$ cat config.mk
export PLATFORM = sky130hd
export DESIGN_NAME = load_store_unit_flat
export DESIGN_NICKNAME = d
export VERILOG_FILES = /design/src/rtl/load_store_unit_pkg.sv /design/src/rtl/load_store_unit_if.sv /design/src/rtl/load_store_unit_lane_align.sv /design/src/rtl/load_store_unit.sv /design/src/flat_wrapper.sv
export SDC_FILE = /design/constraint.sdc
export NUM_CORES = 1
export LEC_CHECK = 0
export ABC_AREA = 0
export CORE_MARGIN = 10
export CORE_UTILIZATION = 49
export CTS_CLUSTER_SIZE = 10
export DETAILED_ROUTE_END_ITERATION = 12
export GPL_ROUTABILITY_DRIVEN = 0
export GPL_TIMING_DRIVEN = 0
export PLACE_DENSITY = 0.87
export SLEW_MARGIN = 20
export SYNTH_ARGS = -nofsm -noshare
export SYNTH_HDL_FRONTEND = slang
export SYNTH_SLANG_ARGS = --single-unit
export TNS_END_PERCENT = 5
$ cat constraint.sdc
create_clock -name clk -period 3.1 [get_ports clk]
set_input_delay 0.31 -clock clk [delete_from_list [all_inputs] [get_ports clk]]
set_output_delay 0.31 -clock clk [all_outputs]
set_load 0.03 [all_outputs]
$ cat src/rtl/load_store_unit_pkg.sv
// Shared constants and types for the load/store unit: access codes, FSM states, lane widths.
package load_store_unit_pkg;

    localparam int BE_W  = 4;
    localparam int TMO_W = 16;

    localparam logic [2:0] LD_LB  = 3'b000;
    localparam logic [2:0] LD_LH  = 3'b001;
    localparam logic [2:0] LD_LW  = 3'b010;
    localparam logic [2:0] LD_LBU = 3'b100;
    localparam logic [2:0] LD_LHU = 3'b101;

    localparam logic [1:0] ST_SB = 2'b00;
    localparam logic [1:0] ST_SH = 2'b01;
    localparam logic [1:0] ST_SW = 2'b10;

    typedef enum logic [1:0] {
        S_IDLE,
        S_REQ,
        S_WAIT_RSP,
        S_DONE
    } lsu_state_t;

    typedef enum logic [1:0] {
        SZ_BYTE,
        SZ_HALF,
        SZ_WORD
    } acc_size_t;

    typedef struct packed {
        logic      legal;
        acc_size_t size;
        logic      sext;
    } acc_dec_t;

    function automatic acc_dec_t decode_access(input logic       is_write,
                                               input logic [2:0] ld_code,
                                               input logic [1:0] st_code);
        acc_dec_t d;
        d.legal = 1'b1;
        d.size  = SZ_WORD;
        d.sext  = 1'b0;
        if (is_write) begin
            case (st_code)
                ST_SB:   d.size = SZ_BYTE;
                ST_SH:   d.size = SZ_HALF;
                ST_SW:   d.size = SZ_WORD;
                default: d.legal = 1'b0;
            endcase
        end else begin
            case (ld_code)
                LD_LB:   begin d.size = SZ_BYTE; d.sext = 1'b1; end
                LD_LH:   begin d.size = SZ_HALF; d.sext = 1'b1; end
                LD_LW:   d.size = SZ_WORD;
                LD_LBU:  d.size = SZ_BYTE;
                LD_LHU:  d.size = SZ_HALF;
                default: d.legal = 1'b0;
            endcase
        end
        return d;
    endfunction

    // Drops the address bits below the access size so lanes line up with a naturally aligned slot.
    function automatic logic [1:0] align_lo(input acc_size_t size, input logic [1:0] lo);
        case (size)
            SZ_BYTE: return lo;
            SZ_HALF: return {lo[1], 1'b0};
            default: return 2'b00;
        endcase
    endfunction

endpackage

$ cat src/rtl/load_store_unit_if.sv
// Word-wide memory bus between the load/store unit (master) and the memory side (slave).
interface load_store_unit_if;
    import load_store_unit_pkg::*;

    logic            busReqValid;
    logic            busReqReady;
    logic            busWrite;
    logic [31:0]     busAddr;
    logic [31:0]     busWData;
    logic [BE_W-1:0] busByteEn;
    logic            busRspValid;
    logic [31:0]     busRData;

    modport master (
        output busReqValid, busWrite, busAddr, busWData, busByteEn,
        input  busReqReady, busRspValid, busRData
    );

    modport slave (
        input  busReqValid, busWrite, busAddr, busWData, busByteEn,
        output busReqReady, busRspValid, busRData
    );

endinterface

$ cat src/rtl/load_store_unit_lane_align.sv
// Combinational lane steering: store byte-enables/data replication and load extraction with extension.
// No state, zero latency; no handshake of its own.
module lsu_lane_align
    import load_store_unit_pkg::*;
(
    input  acc_size_t       req_size,
    input  logic [1:0]      req_lo,
    input  logic [31:0]     store_data,
    output logic [BE_W-1:0] byte_en,
    output logic [31:0]     wdata,
    input  acc_size_t       rsp_size,
    input  logic            rsp_sext,
    input  logic [1:0]      rsp_lo,
    input  logic [31:0]     rdata,
    output logic [31:0]     load_value
);

    logic [31:0] shifted;

    always_comb begin
        byte_en = '0;
        wdata   = '0;
        case (req_size)
            SZ_BYTE: begin
                byte_en = 4'b0001 << req_lo;
                wdata   = {4{store_data[7:0]}};
            end
            SZ_HALF: begin
                byte_en = req_lo[1] ? 4'b1100 : 4'b0011;
                wdata   = {2{store_data[15:0]}};
            end
            default: begin
                byte_en = 4'b1111;
                wdata   = store_data;
            end
        endcase
    end

    always_comb begin
        shifted    = rdata >> {rsp_lo, 3'b000};
        load_value = rdata;
        case (rsp_size)
            SZ_BYTE: load_value = {{24{rsp_sext & shifted[7]}}, shifted[7:0]};
            SZ_HALF: load_value = {{16{rsp_sext & shifted[15]}}, shifted[15:0]};
            default: load_value = rdata;
        endcase
    end

endmodule

$ cat src/rtl/load_store_unit.sv
// Load/store unit: one outstanding sub-word/word access over a valid/ready bus with response timeout.
// Latency: memReq cycle N -> done N+3 on a zero-wait bus; busReqValid holds until busReqReady.
// Backpressure: stall held from acceptance until done/abort. LSU_MISALIGN_TRAP_EN faults misaligned accesses.
module load_store_unit
    import load_store_unit_pkg::*;
#(
    parameter int unsigned TIMEOUT_CYCLES = 255
) (
    input  logic              clk,
    input  logic              rstN,
    input  logic              memReq,
    input  logic              memWrite,
    input  logic [2:0]        loadCtrl,
    input  logic [1:0]        storeCtrl,
    input  logic [31:0]       addr,
    input  logic [31:0]       storeData,
    output logic              stall,
    output logic [31:0]       loadData,
    output logic              done,
    output logic              fault,
    load_store_unit_if.master bus
);

    localparam logic [TMO_W-1:0] TMO_LAST = TMO_W'(TIMEOUT_CYCLES - 1);

    lsu_state_t      state_q, state_d;
    acc_dec_t        dec;
    logic            misaligned;
    logic            accept;
    logic            reject;
    logic [1:0]      lo_aligned;
    logic            rsp_take;
    logic            tmo_abort;

    logic            wr_q;
    acc_size_t       size_q;
    logic            sext_q;
    logic [1:0]      lo_q;
    logic [31:0]     addr_q;
    logic [31:0]     wdata_q;
    logic [BE_W-1:0] be_q;
    logic [31:0]     load_q;
    logic            fault_q;
    logic [TMO_W-1:0] tmo_cnt_q;

    logic [BE_W-1:0] align_be;
    logic [31:0]     align_wdata;
    logic [31:0]     load_value;

    always_comb begin
        dec        = decode_access(memWrite, loadCtrl, storeCtrl);
        lo_aligned = align_lo(dec.size, addr[1:0]);
`ifdef LSU_MISALIGN_TRAP_EN
        misaligned = (dec.size == SZ_HALF && addr[0]) ||
                     (dec.size == SZ_WORD && addr[1:0] != 2'b00);
`else
        misaligned = 1'b0;
`endif
        accept    = (state_q == S_IDLE) && memReq && dec.legal && !misaligned;
        reject    = (state_q == S_IDLE) && memReq && !(dec.legal && !misaligned);
        rsp_take  = (state_q == S_WAIT_RSP) && bus.busRspValid;
        // A response landing on the terminal count still completes the access.
        tmo_abort = (state_q == S_WAIT_RSP) && !bus.busRspValid && (tmo_cnt_q == TMO_LAST);
    end

    always_comb begin
        state_d = state_q;
        case (state_q)
            S_IDLE:     if (accept) state_d = S_REQ;
            S_REQ:      if (bus.busReqReady) state_d = S_WAIT_RSP;
            S_WAIT_RSP: begin
                if (bus.busRspValid)  state_d = S_DONE;
                else if (tmo_abort)   state_d = S_IDLE;
            end
            S_DONE:     state_d = S_IDLE;
            default:    state_d = S_IDLE;
        endcase
    end

    always_ff @(posedge clk or negedge rstN) begin
        if (!rstN) state_q <= S_IDLE;
        else       state_q <= state_d;
    end

    lsu_lane_align u_lane_align (
        .req_size   (dec.size),
        .req_lo     (lo_aligned),
        .store_data (storeData),
        .byte_en    (align_be),
        .wdata      (align_wdata),
        .rsp_size   (size_q),
        .rsp_sext   (sext_q),
        .rsp_lo     (lo_q),
        .rdata      (bus.busRData),
        .load_value (load_value)
    );

    always_ff @(posedge clk or negedge rstN) begin
        if (!rstN) begin
            wr_q      <= 1'b0;
            size_q    <= SZ_BYTE;
            sext_q    <= 1'b0;
            lo_q      <= 2'b00;
            addr_q    <= '0;
            wdata_q   <= '0;
            be_q      <= '0;
            load_q    <= '0;
            fault_q   <= 1'b0;
            tmo_cnt_q <= '0;
        end else begin
            if (accept) begin
                wr_q    <= memWrite;
                size_q  <= dec.size;
                sext_q  <= dec.sext;
                lo_q    <= lo_aligned;
                addr_q  <= {addr[31:2], 2'b00};
                wdata_q <= align_wdata;
                be_q    <= align_be;
            end
            if (state_q == S_REQ && bus.busReqReady) tmo_cnt_q <= '0;
            else if (state_q == S_WAIT_RSP)          tmo_cnt_q <= tmo_cnt_q + TMO_W'(1);
            if (rsp_take && !wr_q) load_q <= load_value;
            fault_q <= reject || tmo_abort;
        end
    end

    // Gated by rstN so a pending legal memReq cannot raise stall while held in reset.
    assign stall    = rstN && (accept || state_q == S_REQ || state_q == S_WAIT_RSP);
    assign done     = (state_q == S_DONE);
    assign fault    = fault_q;
    assign loadData = load_q;

    assign bus.busReqValid = (state_q == S_REQ);
    assign bus.busWrite    = wr_q;
    assign bus.busAddr     = addr_q;
    assign bus.busWData    = wdata_q;
    assign bus.busByteEn   = be_q;

endmodule

$ cat src/flat_wrapper.sv
// flat-port wrapper written by rule: the top's interface ports become plain ports
module load_store_unit_flat import load_store_unit_pkg::*;
#(
    parameter int unsigned TIMEOUT_CYCLES = 255
)
  (clk, rstN, memReq, memWrite, loadCtrl, storeCtrl, addr, storeData, stall, loadData, done, fault, bus_busReqValid, bus_busWrite, bus_busAddr, bus_busWData, bus_busByteEn, bus_busReqReady, bus_busRspValid, bus_busRData);
  load_store_unit_if bus_i ();
  input  logic clk;
  input  logic rstN;
  input  logic memReq;
  input  logic memWrite;
  input  logic [2:0] loadCtrl;
  input  logic [1:0] storeCtrl;
  input  logic [31:0] addr;
  input  logic [31:0] storeData;
  output logic stall;
  output logic [31:0] loadData;
  output logic done;
  output logic fault;
  output wire logic [$bits(bus_i.busReqValid)-1:0] bus_busReqValid;
  output wire logic [$bits(bus_i.busWrite)-1:0] bus_busWrite;
  output wire logic [$bits(bus_i.busAddr)-1:0] bus_busAddr;
  output wire logic [$bits(bus_i.busWData)-1:0] bus_busWData;
  output wire logic [$bits(bus_i.busByteEn)-1:0] bus_busByteEn;
  input wire logic [$bits(bus_i.busReqReady)-1:0] bus_busReqReady;
  input wire logic [$bits(bus_i.busRspValid)-1:0] bus_busRspValid;
  input wire logic [$bits(bus_i.busRData)-1:0] bus_busRData;
  assign bus_busReqValid = bus_i.busReqValid;
  assign bus_busWrite = bus_i.busWrite;
  assign bus_busAddr = bus_i.busAddr;
  assign bus_busWData = bus_i.busWData;
  assign bus_busByteEn = bus_i.busByteEn;
  assign bus_i.busReqReady = bus_busReqReady;
  assign bus_i.busRspValid = bus_busRspValid;
  assign bus_i.busRData = bus_busRData;
  load_store_unit #(.TIMEOUT_CYCLES(TIMEOUT_CYCLES)) u_core (.clk(clk), .rstN(rstN), .memReq(memReq), .memWrite(memWrite), .loadCtrl(loadCtrl), .storeCtrl(storeCtrl), .addr(addr), .storeData(storeData), .stall(stall), .loadData(loadData), .done(done), .fault(fault), .bus(bus_i));
endmodule
-- Word level (Yosys, flattened, before mapping)
Cells that the tools add are included.
- bits in registers: 123
- latch bits: 0
- RAM bits: 0
- bits in read-only memories: 0
- input bits: 107
- output and inout port bits: 105
- logic and storage cells: 77
- memories: 0
- add/sub/neg operators: 1
- multiply operators: 0
- divide/modulo/power cells: 0
- order comparisons: 0
- equal/unequal tests: 15
- shift operators: 2
- multiplexer cells: 19
- bitwise operators: 2
- reduce and logical (&&, ||, !) cells: 27
- operators by type and width (kind ; number):
    $pmux W32 S2 ; 2
    $mux W16 ; 2
    $shr A32 B5 Y16 ; 1
    $add A16 B1 Y16 const B ; 1
    $eq A16 B8 Y1 const B ; 1
    $pmux W2 S2 ; 3
    $logic_and A1 B1 Y1 ; 9
    $eq A2 B1 Y1 const B ; 4
    $logic_not A2 Y1 ; 4
    $mux W2 ; 4
    $pmux W2 S4 ; 1
    $pmux W4 S2 ; 1
    $eq A2 B2 Y1 const B ; 3
    $eq A3 B3 Y1 const B ; 2
    $reduce_or A2 Y1 ; 3
    $reduce_or A5 Y1 ; 1
    $mux W1 ; 4
    $mux W4 ; 1
    $ne A2 B1 Y1 const B ; 2
    $shl A1 B2 Y4 const A ; 1
    $eq A3 B1 Y1 const B ; 1
    $eq A3 B2 Y1 const B ; 1
    $logic_not A1 Y1 ; 3
    $logic_not A3 Y1 ; 1
    7 further kinds ; 10

-- Longest topological paths before layout
Gate-level depths: netlist of the first run.
- depth after elaboration: 8
- depth in mapped cells: 7
- gate-level depth less buffers: 6

-- Cells and area by module
Synthesis of the first run repeated with hierarchy kept, for this count alone.
- cell total of the unflattened synthesis: 527
- area, all modules: 6178.4 sq um
- by module, submodules not included (module ; instances ; cells each ; area an instance (sq um) ; seq. area each (sq um)):
    load_store_unit ; 1 ; 355 ; 4988.5 ; 3078.0
    lsu_lane_align ; 1 ; 172 ; 1189.9 ; 0.0

-- Least setup slack after synthesis of the first run
Ideal clock, no wire load.
- kind: reg-to-output
- start point: register u_core.state_q[1]
- end point: output port stall
- arrival: 1425 ps
- data required time: 2790 ps
- path slack: 1365 ps
- cell stages (with the launch flop): 7
- buffers on the path: 2
- cell sequence: dfrtp_1 > clkbuf_2 > nor3b_1 > o211ai_2 > buf_2 > inv_1 > o31a_1
- longest elaborated chain between the ends: 6
- elaborated cells on any way between the ends: 8
- those cells by class: eq/ne: 2; reduce/logical: 6
- ends and longest elaborated chain (item ; line ; source):
    start, declared ; load_store_unit.sv:26 ; lsu_state_t state_q, state_d;
    start signal, assigned ; load_store_unit.sv:82 ; else state_q <= state_d;
    $logic_not A2 Y1 ; load_store_unit.sv:59 ; accept = (state_q == S_IDLE) && memReq && dec.legal && !misaligned;
    $logic_and A1 B1 Y1 (2 in series) ; load_store_unit.sv:59 ;
    $logic_or A1 B1 Y1 ; load_store_unit.sv:128 ; assign stall = rstN && (accept || state_q == S_REQ || state_q == S_WAIT_RSP);
    $logic_or A1 B1 Y1 * ; load_store_unit.sv:128 ;
    $logic_and A1 B1 Y1 * ; load_store_unit.sv:128 ;
    end, declared ; flat_wrapper.sv:16 ; output logic stall;
Every way passes the cells marked *; elsewhere a longest branch is shown, timed or not.

-- Worst setup path in the final report of the first run
- start point: input port loadCtrl[1]
- end point: output port stall
- longest elaborated chain between the ends: 8
- elaborated cells on any way between the ends: 12
- those cells by class: eq/ne: 4; mux: 2; reduce/logical: 6
- ends and longest elaborated chain (item ; line ; source):
    start, declared ; flat_wrapper.sv:12 ; input logic [2:0] loadCtrl;
    $eq A3 B2 Y1 (tied with other cells) ; load_store_unit_pkg.sv:51 ; case (ld_code)
    $reduce_or A5 Y1 (no source line) * ; - ;
    $mux W1 * ; load_store_unit_pkg.sv:51 ;
    $mux W3 * ; load_store_unit_pkg.sv:43 ; if (is_write) begin
    $logic_and A1 B1 Y1 * ; load_store_unit.sv:59 ;
    $logic_or A1 B1 Y1 * (2 in series) ; load_store_unit.sv:128 ;
    $logic_and A1 B1 Y1 * ; load_store_unit.sv:128 ;
Marked as above.

==> results by group, run 1 <==
Floorplan
  • Die X: between 100 and 150 µm
  • IO Pins: 212
  • Core Rows: 39
  • Core ar.: 11560 µm²
  • Die area: 16760 µm²
  • Starting Density: 50.76%
  • Die Ht: between 100 and 150 µm

Setup path
  • Arr. time, crit path: 2.53 ns
  • FF-to-FF path depth: 5
  • Reg2Reg Setup Slack: 1.14 ns
  • Setup crit end kind: output port
  • RR Startpoint: u_core.state_q[0]
  • Critical R2R Capture: u_core.loadData[19]
  • Crit path to: stall
  • CP Launch Type: primary input
  • Crit Path Category: primary input to output port
  • Crit path from: loadCtrl[1]
  • Worst Path Required: around 2.8 ns
  • CP Max Fanout: 10

Clock tree
  • Total CTS buffers: 17
  • CTS Sinks: 123
  • CTS tree: built
  • Clock tree buffer depth: 2
  • Htree depth: 4
  • Worst skew pair latency: 0.41 ns
  • Root Driver: clkbuf_16
  • Worst-path clk slew: 0.05 ns

Synth
  • Cell area after synthesis: between 5000 and 6000 µm²
  • Synth cell types: just over 50
  • Post-synthesis sequential area ratio: between 50% and 60%
  • Syn Inst Count: 550
  • Synth Register Bits: 123
  • Asr flop ratio synth: 100.0%
  • Yosys warns: 0
  • Syn_area_per_cell: 10.67 µm²
  • Number of flops mapped to enable cells by yosys: 0
  • Top FF cell, synth: dfrtp_1

STA
  • Setup-failing EPs final: 0
  • Worst Tran Pin Value: just under 0.6 ns
  • Slew HR: between 60 and 70%
  • Hold slack: 0.3782 ns
  • Clk_skew: ~0.0070 ns
  • Pins Over Slew Limit: 0
  • Final hold violation count: 0
  • Min cycle time layout: 2.843 ns
  • Unrepaired setup endpoints after global routing: false
  • F_max: 351.7 MHz
  • Tcrit/Tclk final: 91.71%

Power and ir drop
  • Switching share of power: 41.14%
  • Net Switching: 3.899 mW
  • PD cells: between 1000 and 1500 nW/µm²
  • Clock power frac: 20.5%
  • Maximum VDD drop: between 0.6 and 0.7 mV
  • P_int: 5.578 mW
  • Sequential share of power: 29.4%
  • Combinational Power Share: 50.1%
  • Power, Total: 9.477 mW
  • Leak pwr: 3.773 nW

Placed design
  • Post-Place Cells: 904
  • Detailed Place HPWL: 14670 µm
  • Cell Area, Placed: between 8000 and 9000 µm²
  • # port buffers: 209

Layout
  • Register area: ~3100 µm²
  • Fin nets: 891
  • Share of cells above drive strength 1: a little over an eighth
  • FILL cells: 800
  • Area of the multi-input gates: 2569 µm²
  • Area growth syn-to-layout: 49.32%
  • Cell area after layout: between 8000 and 9000 µm²
  • Non-filler cells, final: approximately 940

Global routing
  • Global-route wire length before repair: slightly below 30000 µm
  • GRT Overall Usage: 22.56%
  • Initial antenna violation count: 0
  • Gr ovfl total: 0
  • Largest net degree at the start of global routing: 84
  • Vias in the first global route: 5510

Worst hold path
  • Worst hold path type: primary input to asynchronous set/reset pin

Run status
  • Status: complete, no violations

Detailed routing
  • Drt pass-1 iters: 5
  • Routed wire length: 19430 µm
  • Via/cell ratio: 5.735
  • DR WL/cell: 20.73 µm
  • Residual DRC: 0
  • 1st-iter DRT viols: 621
  • Vias: 5374
  • Antenna viol nets, final: 0

Run
  • Max Cap Viol: 0
flip-flops by register name (all words and copies together), names as in the netlist:
register,flops
u_core.lo_q,2
u_core.tmo_cnt_q,16
u_core.bus.busByteEn,4
u_core.sext_q,1
u_core.bus.busAddr,30
u_core.loadData,32
u_core.size_q,2
u_core.bus.busWData,32
u_core.fault,1
u_core.bus.busWrite,1
u_core.state_q,2
worst min-delay path by stage:
stage | slack, ns | from | depth (start not counted) | end
after CTS | 0.38 | rstN | 2 | u_core.loadData[2]
after global routing | 0.41 | rstN | 2 | u_core.loadData[3]
after global placement | 0.46 | u_core.bus.busWData[24] | 2 | u_core.bus.busWData[24]
final | 0.38 | rstN | 2 | u_core.loadData[2]
after detailed placement | 0.25 | rstN | 1 | u_core.loadData[2]
after floorplan | 0.01 | rstN | 0 | u_core.bus.busAddr[10]
cell usage in the layout, fill, tap and decap left out, types with 2 or more instances in the layout:
master,Yosys,layout
nand3_1,38,38
ha_1,2,2
o21ai_0,49,49
nand3b_1,4,4
o2bb2ai_1,8,8
a31oi_1,2,2
a21oi_1,14,14
and2_1,2,2
mux2_2,40,40
clkbuf_16,0,17
nor2b_1,5,5
clkbuf_1,17,19
or4_1,2,2
buf_4,7,8
a222oi_1,8,8
nor2_1,20,20
o211ai_1,8,8
nand4_1,5,5
buf_6,2,3
dfrtp_1,123,123
or2_2,2,2
conb_1,1,2
mux2i_1,44,44
a2bb2oi_1,7,7
nor4_2,2,2
inv_1,5,5
clkinv_2,0,7
nor3_1,2,2
a41oi_1,2,2
clkdlybuf4s50_1,0,208
nand2_1,79,79
bufinv_16,0,3
buf_2,13,13
o22ai_1,8,8
nand2b_1,9,9
cell families (layout without fill, tap and decap cells):
| group | count (synthesis) | in the layout | synth area share [%] |
|---|---|---|---|
| adders and majority gates | 2 | 2 | 0.4262 |
| buffers and inverters | 45 | 287 | 3.879 |
| DFF | 123 | 123 | 52.43 |
| muxes | 84 | 84 | 15.17 |
| other | 1 | 3 | 0.06388 |
| and+or+nand+nor | 178 | 178 | 14.64 |
| AOI/OAI and AO/OA | 117 | 117 | 13.38 |
cells in the mapped netlist (2+ instances only):
master     number  area (µm²)
nor4_2          2       25.02
nand4_1         5       31.28
a21oi_1        14       70.07
or2_2           2       12.51
mux2i_1        44       440.4
mux2_2         40       450.4
buf_2          13       65.06
inv_1           5       18.77
ha_1            2       25.02
clkbuf_1       17       63.81
nand3_1        38       190.2
buf_6           2       22.52
nand3b_1        4       30.03
nor2_1         20       75.07
dfrtp_1       123        3078
buf_4           7       52.55
nor3_1          2       10.01
a222oi_1        8       80.08
o22ai_1         8       50.05
nand2_1        79       296.5
a31oi_1         2       12.51
a2bb2oi_1       7       61.31
o21ai_0        49       245.2
a41oi_1         2       17.52
and2_1          2       12.51
nand2b_1        9       56.30
o2bb2ai_1       8       70.07
nor2b_1         5       31.28
o211ai_1        8       60.06
or4_1           2       15.01
what timing repair did:
action	CTS	global route
setup endpoints to repair	0	1
setup buffers	0	1
hold buffers	1	0
endpoints found under the hold margin	41	0
resized for setup	0	0
power by group through the flow:
stage               combinational [mW]  sequential, mW  clock [mW]
floorplan                         1.43            4.02           0
CTS                               4.77            2.78        1.96
finish                            4.75            2.78        1.94
detailed placement                4.75            2.80           0
global route                      5.03            2.88        2.03
global placement                  4.65            2.75           0
metrics by stage:
| stage | utilization, % | setup WS [ns] | TNS [ns] |
|---|---|---|---|
| finish | 75.80 | 0.2570 | 0 |
| global route | 75.78 | 0.1316 | 0 |
| CTS | 75.71 | 0.07983 | 0 |
| detailed placement | 70.68 | 0.08363 | 0 |
| global placement | 70.43 | -3.075 | -354.27 |
| floorplan | - | 1.365 | 0 |
area by class of cell:
type,instances,share of cell area [%]
Antenna cell,1,0.02855
Buffer,40,2.384
Clock buffer,20,5.096
Clock inverter,10,1.427
Inverter,5,0.2141
Multi-Input combinational cell,383,29.30
Sequential cell,123,35.11
Tap cell,143,2.041
Timing Repair Buffer,212,24.39
layer usage:
layer	share of wire (%)	vias to the layer above	GRT usage (%)
li1	-	2454	-
met1	39	2595	25.78
met2	48	275	37.29
met3	9.7	50	8.075
met4	2.8	0	10.45
met5	0	-	0
worst max-delay path: stages:
cell	delay, ns
clkdlybuf4s50_1	0.57
o21ai_0	0.17
o211ai_2	0.24
buf_2	0.28
inv_1	0.10
o31a_1	0.28
clkdlybuf4s50_1	0.59
(Power assumes the default switching activity.)
==> run 2: changes to the inputs <==
--- a/config.mk
+++ b/config.mk
@@ -13,6 +13,7 @@
 export GPL_ROUTABILITY_DRIVEN = 0
 export GPL_TIMING_DRIVEN = 0
 export PLACE_DENSITY = 0.87
+export REMOVE_ABC_BUFFERS = 1
 export SLEW_MARGIN = 20
 export SYNTH_ARGS = -nofsm -noshare
 export SYNTH_HDL_FRONTEND = slang
==> results by group, run 2 (same netlist as run 1, synthesis figures left out) <==
STA
  • F_max: 342.0 MHz
  • Slew HR: 28.17%
  • Worst Tran Pin Value: 1.077 ns
  • Final setup margin: between 0.15 and 0.2 ns
  • Final hold violation count: 0
  • Unrepaired setup endpoints after global routing: false
  • Clk_skew: 0.006316 ns
  • Setup-failing EPs final: 0
  • Pins Over Slew Limit: 0
  • Min cycle time layout: 2.924 ns
  • Tcrit/Tclk final: 94.33%

Floorplan
  • Starting Density: between 50% and 60%
  • Die Ht: 129.5 µm
  • Die area: ~17000 µm²
  • IO Pins: between 200 and 250
  • Die X: 129.5 µm
  • Core ar.: around 12000 µm²
  • Core Rows: 39

Setup path
  • RR Startpoint: u_core.lo_q[0]
  • CP Max Fanout: 63
  • Slowest CP cell: clkdlybuf4s50_1
  • Worst Path Required: 2.79 ns
  • Top delay family on crit path: buffers and inverters
  • CP Depth: 5
  • Cells along the critical path: dlygate4sd3_1, buf_6, buf_16, o31a_1, clkdlybuf4s50_1
  • Arr. time, crit path: 2.61 ns
  • Setup crit end kind: output port
  • Max incr delay on CP: 0.68 ns
  • FF-to-FF path depth: 4
  • Crit path from: rstN
  • CP Launch Type: primary input
  • CP Buf/Inv Count: 4
  • Crit Path Category: primary input to output port

Worst hold path
  • Worst hold path type: primary input to asynchronous set/reset pin

Power and ir drop
  • Switching share of power: 40.90%
  • Combinational Power Share: 48.1%
  • Leak pwr: 3.721 nW
  • PD cells: 1087 nW/µm²
  • Sequential share of power: 31.1%
  • P_int: between 5 and 6 mW
  • Clock power frac: 20.9%
  • Net Switching: slightly below 4 mW
  • Power, Total: roughly 9.5 mW
  • Maximum VDD drop: 0.7458 mV

Global routing
  • Vias in the first global route: 5380
  • Gr ovfl total: 0
  • Initial antenna violation count: 0
  • Global-route wire length before repair: a little under 30000 µm
  • GRT Overall Usage: 22.09%
  • Largest net degree at the start of global routing: 64

Detailed routing
  • Routed wire length: 18550 µm
  • Residual DRC: 0
  • 1st-iter DRT viols: 597
  • DR WL/cell: just over 20 µm
  • Drt pass-1 iters: 8
  • Vias: about 5100
  • Via/cell ratio: 5.705
  • Antenna viol nets, final: 0

Layout
  • Share of cells above drive strength 1: 12.01%
  • Diodes inserted: 0
  • Most frequent cells in the layout: 208 x clkdlybuf4s50_1, 122 x dfrtp_1, 79 x nand2_1, 49 x o21ai_0, 44 x mux2i_1
  • Area growth syn-to-layout: 48.17%
  • Fin nets: 855
  • Most common cell after layout, fill and taps aside: clkdlybuf4s50_1

Clock tree
  • Root Driver: clkbuf_16
  • Total CTS buffers: 17
  • Clock tree buffer depth: 2
  • Htree depth: 4
  • Worst-path clk slew: 0.06 ns
  • Post-CTS Repair Setup Buffers: 0
  • Worst skew pair latency: 0.41 ns
  • CTS Sinks: 123
  • CTS tree: built

Placed design
  • # port buffers: 209
  • Post-Place Worst Slack: between 0.15 and 0.2 ns
  • Detailed Place HPWL: about 14000 µm

Run status
  • Status: complete, no violations

Run
  • Max Cap Viol: 0
==> run 2: path summary, 6_finish.rpt <==
check                           slack (ns)                       to
worst max-delay path                  0.18                    stall
worst min-delay path                  0.46  u_core.bus.busWData[22]
worst max register to register        0.31      u_core.loadData[30]
worst min register to register        0.48            u_core.sext_q
max in group asynchronous             1.92      u_core.tmo_cnt_q[2]
min in group clk                      0.48            u_core.sext_q
==> run 2: cell type report <==
type                    count  area (µm²)
multi-input cells         383        2580
inverters                   5       18.77
clock buffers              24       501.7
fillers                   777        2867
clock inverters             7       87.58
flip-flops and latches    123        3079
repair buffers            216        2252
well taps                 143       178.9
==> run 2: routing by layer <==
layer	up-vias	track usage, %	wire, µm
li1	2381	-	-
met1	2510	24.78	7095
met2	225	36.26	9170
met3	24	10.15	1944
met4	0	8.333	344
met5	-	0	0
==> run 2: repair_timing <==
item,CTS,global route
endpoints found under the hold margin,61,0
hold buffers,1,0
gates resized for setup,0,0
==> run 2: metrics by stage <==
stage	utilization (%)	setup TNS, ns	instance area [µm²]	hold WS (ns)	std cells
after floorplan	-	-5.943	5665	0.01441	511
after global placement	68.62	-492.29	7936	0.4559	863
after detailed placement	70.03	0	8099	0.3359	869
after CTS	75.21	0	8698	0.4600	901
after global routing	75.21	0	8698	0.4874	901
final	75.21	0	8698	0.4550	901
==> run 2: power by group through the flow <==
stage          combinational [mW]  clock, mW  sequential (mW)
2_1_floorplan                1.26          0             4.12
3_3_place_gp                 4.41          0             2.89
3_5_place_dp                 4.56          0             2.94
4_1_cts                      4.59       2.00             2.93
5_1_grt                      4.85       2.07             3.04
6_report                     4.54       1.97             2.94
==> run 3: changes to the inputs <==
--- a/config.mk
+++ b/config.mk
@@ -7,14 +7,15 @@
 export LEC_CHECK = 0
 export ABC_AREA = 0
 export CORE_MARGIN = 10
-export CORE_UTILIZATION = 49
+export CORE_UTILIZATION = 45
 export CTS_CLUSTER_SIZE = 10
 export DETAILED_ROUTE_END_ITERATION = 12
 export GPL_ROUTABILITY_DRIVEN = 0
 export GPL_TIMING_DRIVEN = 0
-export PLACE_DENSITY = 0.87
+export PLACE_DENSITY = 0.81
 export REMOVE_ABC_BUFFERS = 1
-export SLEW_MARGIN = 20
+export SETUP_SLACK_MARGIN = 0.1
+export SLEW_MARGIN = 40
 export SYNTH_ARGS = -nofsm -noshare
 export SYNTH_HDL_FRONTEND = slang
 export SYNTH_SLANG_ARGS = --single-unit
==> results by group, run 3 (same netlist as run 1, synthesis figures left out) <==
Setup path
  • Reg2Reg Setup Slack: about 0.74 ns
  • FF-to-FF path depth: 4
  • CP Launch Type: primary input
  • Slowest CP cell: clkdlybuf4s50_1
  • Crit Path Category: primary input to output port
  • CP Max Fanout: 65
  • Setup crit end kind: output port
  • Arr. time, crit path: 2.49 ns
  • Max incr delay on CP: 0.68 ns
  • Cells along the critical path: dlygate4sd3_1, buf_12, buf_16, o31a_1, clkdlybuf4s50_1
  • RR Startpoint: u_core.lo_q[1]
  • Worst Path Required: 2.79 ns
  • Critical R2R Capture: u_core.loadData[28]

Floorplan
  • Core ar.: 12720 µm²
  • Die Ht: 134.2 µm
  • Die X: approximately 130 µm
  • Die area: 18020 µm²
  • IO Pins: 212
  • Core Rows: between 40 and 50
  • Starting Density: 46.14%

Global routing
  • Global-route wire length before repair: 29840 µm
  • GRT Overall Usage: 20.75%
  • Initial antenna violation count: 1
  • Largest net degree at the start of global routing: 66
  • Vias in the first global route: ~5500
  • Gr ovfl total: 0

Clock tree
  • Worst skew pair latency: 0.42 ns
  • Root Driver: clkbuf_16
  • CTS tree: built
  • Worst-path clk slew: roughly 0.05 ns
  • Clock tree buffer depth: 2
  • Htree depth: 4
  • Total CTS buffers: 17
  • CTS Sinks: roughly 120

Power and ir drop
  • Sequential share of power: approximately a third
  • Switching share of power: 41.34%
  • Leak pwr: 3.680 nW
  • Clock power frac: 20.1%
  • Maximum VDD drop: about 0.65 mV
  • Net Switching: 3.857 mW
  • Combinational Power Share: 48.4%
  • P_int: 5.474 mW
  • PD cells: about 1100 nW/µm²

Detailed routing
  • Drt pass-1 iters: 5
  • Routed wire length: 18620 µm
  • Via/cell ratio: 5.494
  • Vias: 5120
  • Residual DRC: 0
  • 1st-iter DRT viols: 448
  • Antenna viol nets, final: 0
  • DR WL/cell: 19.98 µm

Placed design
  • # port buffers: 209
  • Post-Place Cells: around 900
  • Detailed Place HPWL: roughly 14000 µm

STA
  • Tcrit/Tclk final: 90.41%
  • Setup-failing EPs final: 0
  • Sum Neg Setup Slack: 0 ns
  • F_max: 356.8 MHz
  • Slew HR: 48.25%
  • Final hold violation count: 0
  • Worst Tran Pin Value: just under 0.8 ns
  • Clk_skew: 0.009205 ns
  • Min cycle time layout: about 2.8 ns
  • Pins Over Slew Limit: 0
  • Unrepaired setup endpoints after global routing: false

Run
  • Max Cap Viol: 0

Worst hold path
  • Worst hold path type: primary input to asynchronous set/reset pin

Layout
  • Share of cells above drive strength 1: 11.99%
  • Most frequent cells in the layout: 207 x clkdlybuf4s50_1, 121 x dfrtp_1, 79 x nand2_1, 49 x o21ai_0, 44 x mux2i_1
  • Most common cell after layout, fill and taps aside: clkdlybuf4s50_1
  • Fin nets: 856
  • Area growth syn-to-layout: 47.95%
  • Non-filler cells, final: roughly 930

Run status
  • Status: complete, no violations
-- run 3: cell type report --
class	count	area [µm²]
fillers	970	4036
flip-flops and latches	123	3080
multi-input cells	383	2599
repair buffers	217	2217
clock buffers	23	457.9
well taps	172	215.2
clock inverters	8	95.09
inverters	5	18.77
diodes	1	2.502
-- run 3: metrics by stage --
step / hold WS, ns / setup slack [ns] / utilization [%] / total power, mW / instance area (µm²)
floorplan: 0.01441 / -0.3844 / - / 5.378 / 5665
global placement: 0.4573 / -3.257 / 62.67 / 7.317 / 7973
detailed placement: 0.2798 / 0.1013 / 63.63 / 7.492 / 8095
CTS: 0.4401 / 0.1833 / 68.11 / 9.402 / 8665
global route: 0.4461 / 0.1552 / 68.27 / 9.853 / 8686
finish: 0.4171 / 0.2973 / 68.27 / 9.331 / 8686
-- run 3: how the worst max path moves through the flow --
stage | start | end | slack (ns) | depth (start not counted)
4_1_cts | rstN | stall | 0.18 | 5
6_report | rstN | stall | 0.30 | 5
5_1_grt | rstN | stall | 0.16 | 5
2_1_floorplan | loadCtrl[0] | stall | -0.38 | 4
3_3_place_gp | rstN | stall | -3.26 | 3
3_5_place_dp | memWrite | stall | 0.10 | 7
-- run 3: worst max-delay path, delay by kind of cell --
family	cells	cell delay, ns
buf+inv	4	1.92
compound gates	1	0.20
-- run 3: repair_timing --
action / 4_1_cts / 5_1_grt
pin swaps: 1 / 0
endpoints found under the hold margin: 59 / 0
resized for setup: 1 / 1
hold buffers: 1 / 0
setup endpoints to repair: 1 / 1
gates cloned: 0 / 0
buffers inserted: 1 / 0
-- run 3: power groups by stage --
stage | registers [mW] | logic [mW] | clock network (mW)
finish | 2.94 | 4.51 | 1.88
detailed placement | 2.95 | 4.54 | 0
CTS | 2.93 | 4.56 | 1.91
global route | 3.05 | 4.82 | 1.98
global placement | 2.90 | 4.42 | 0
floorplan | 4.12 | 1.26 | 0
-- run 3: layer usage --
metal / up-vias / wire (µm) / GRT usage, %
li1: 2387 / - / -
met1: 2492 / 7245 / 23.53
met2: 221 / 9327 / 34.68
met3: 20 / 1759 / 8.178
met4: 0 / 291 / 7.316
met5: - / 0 / 0
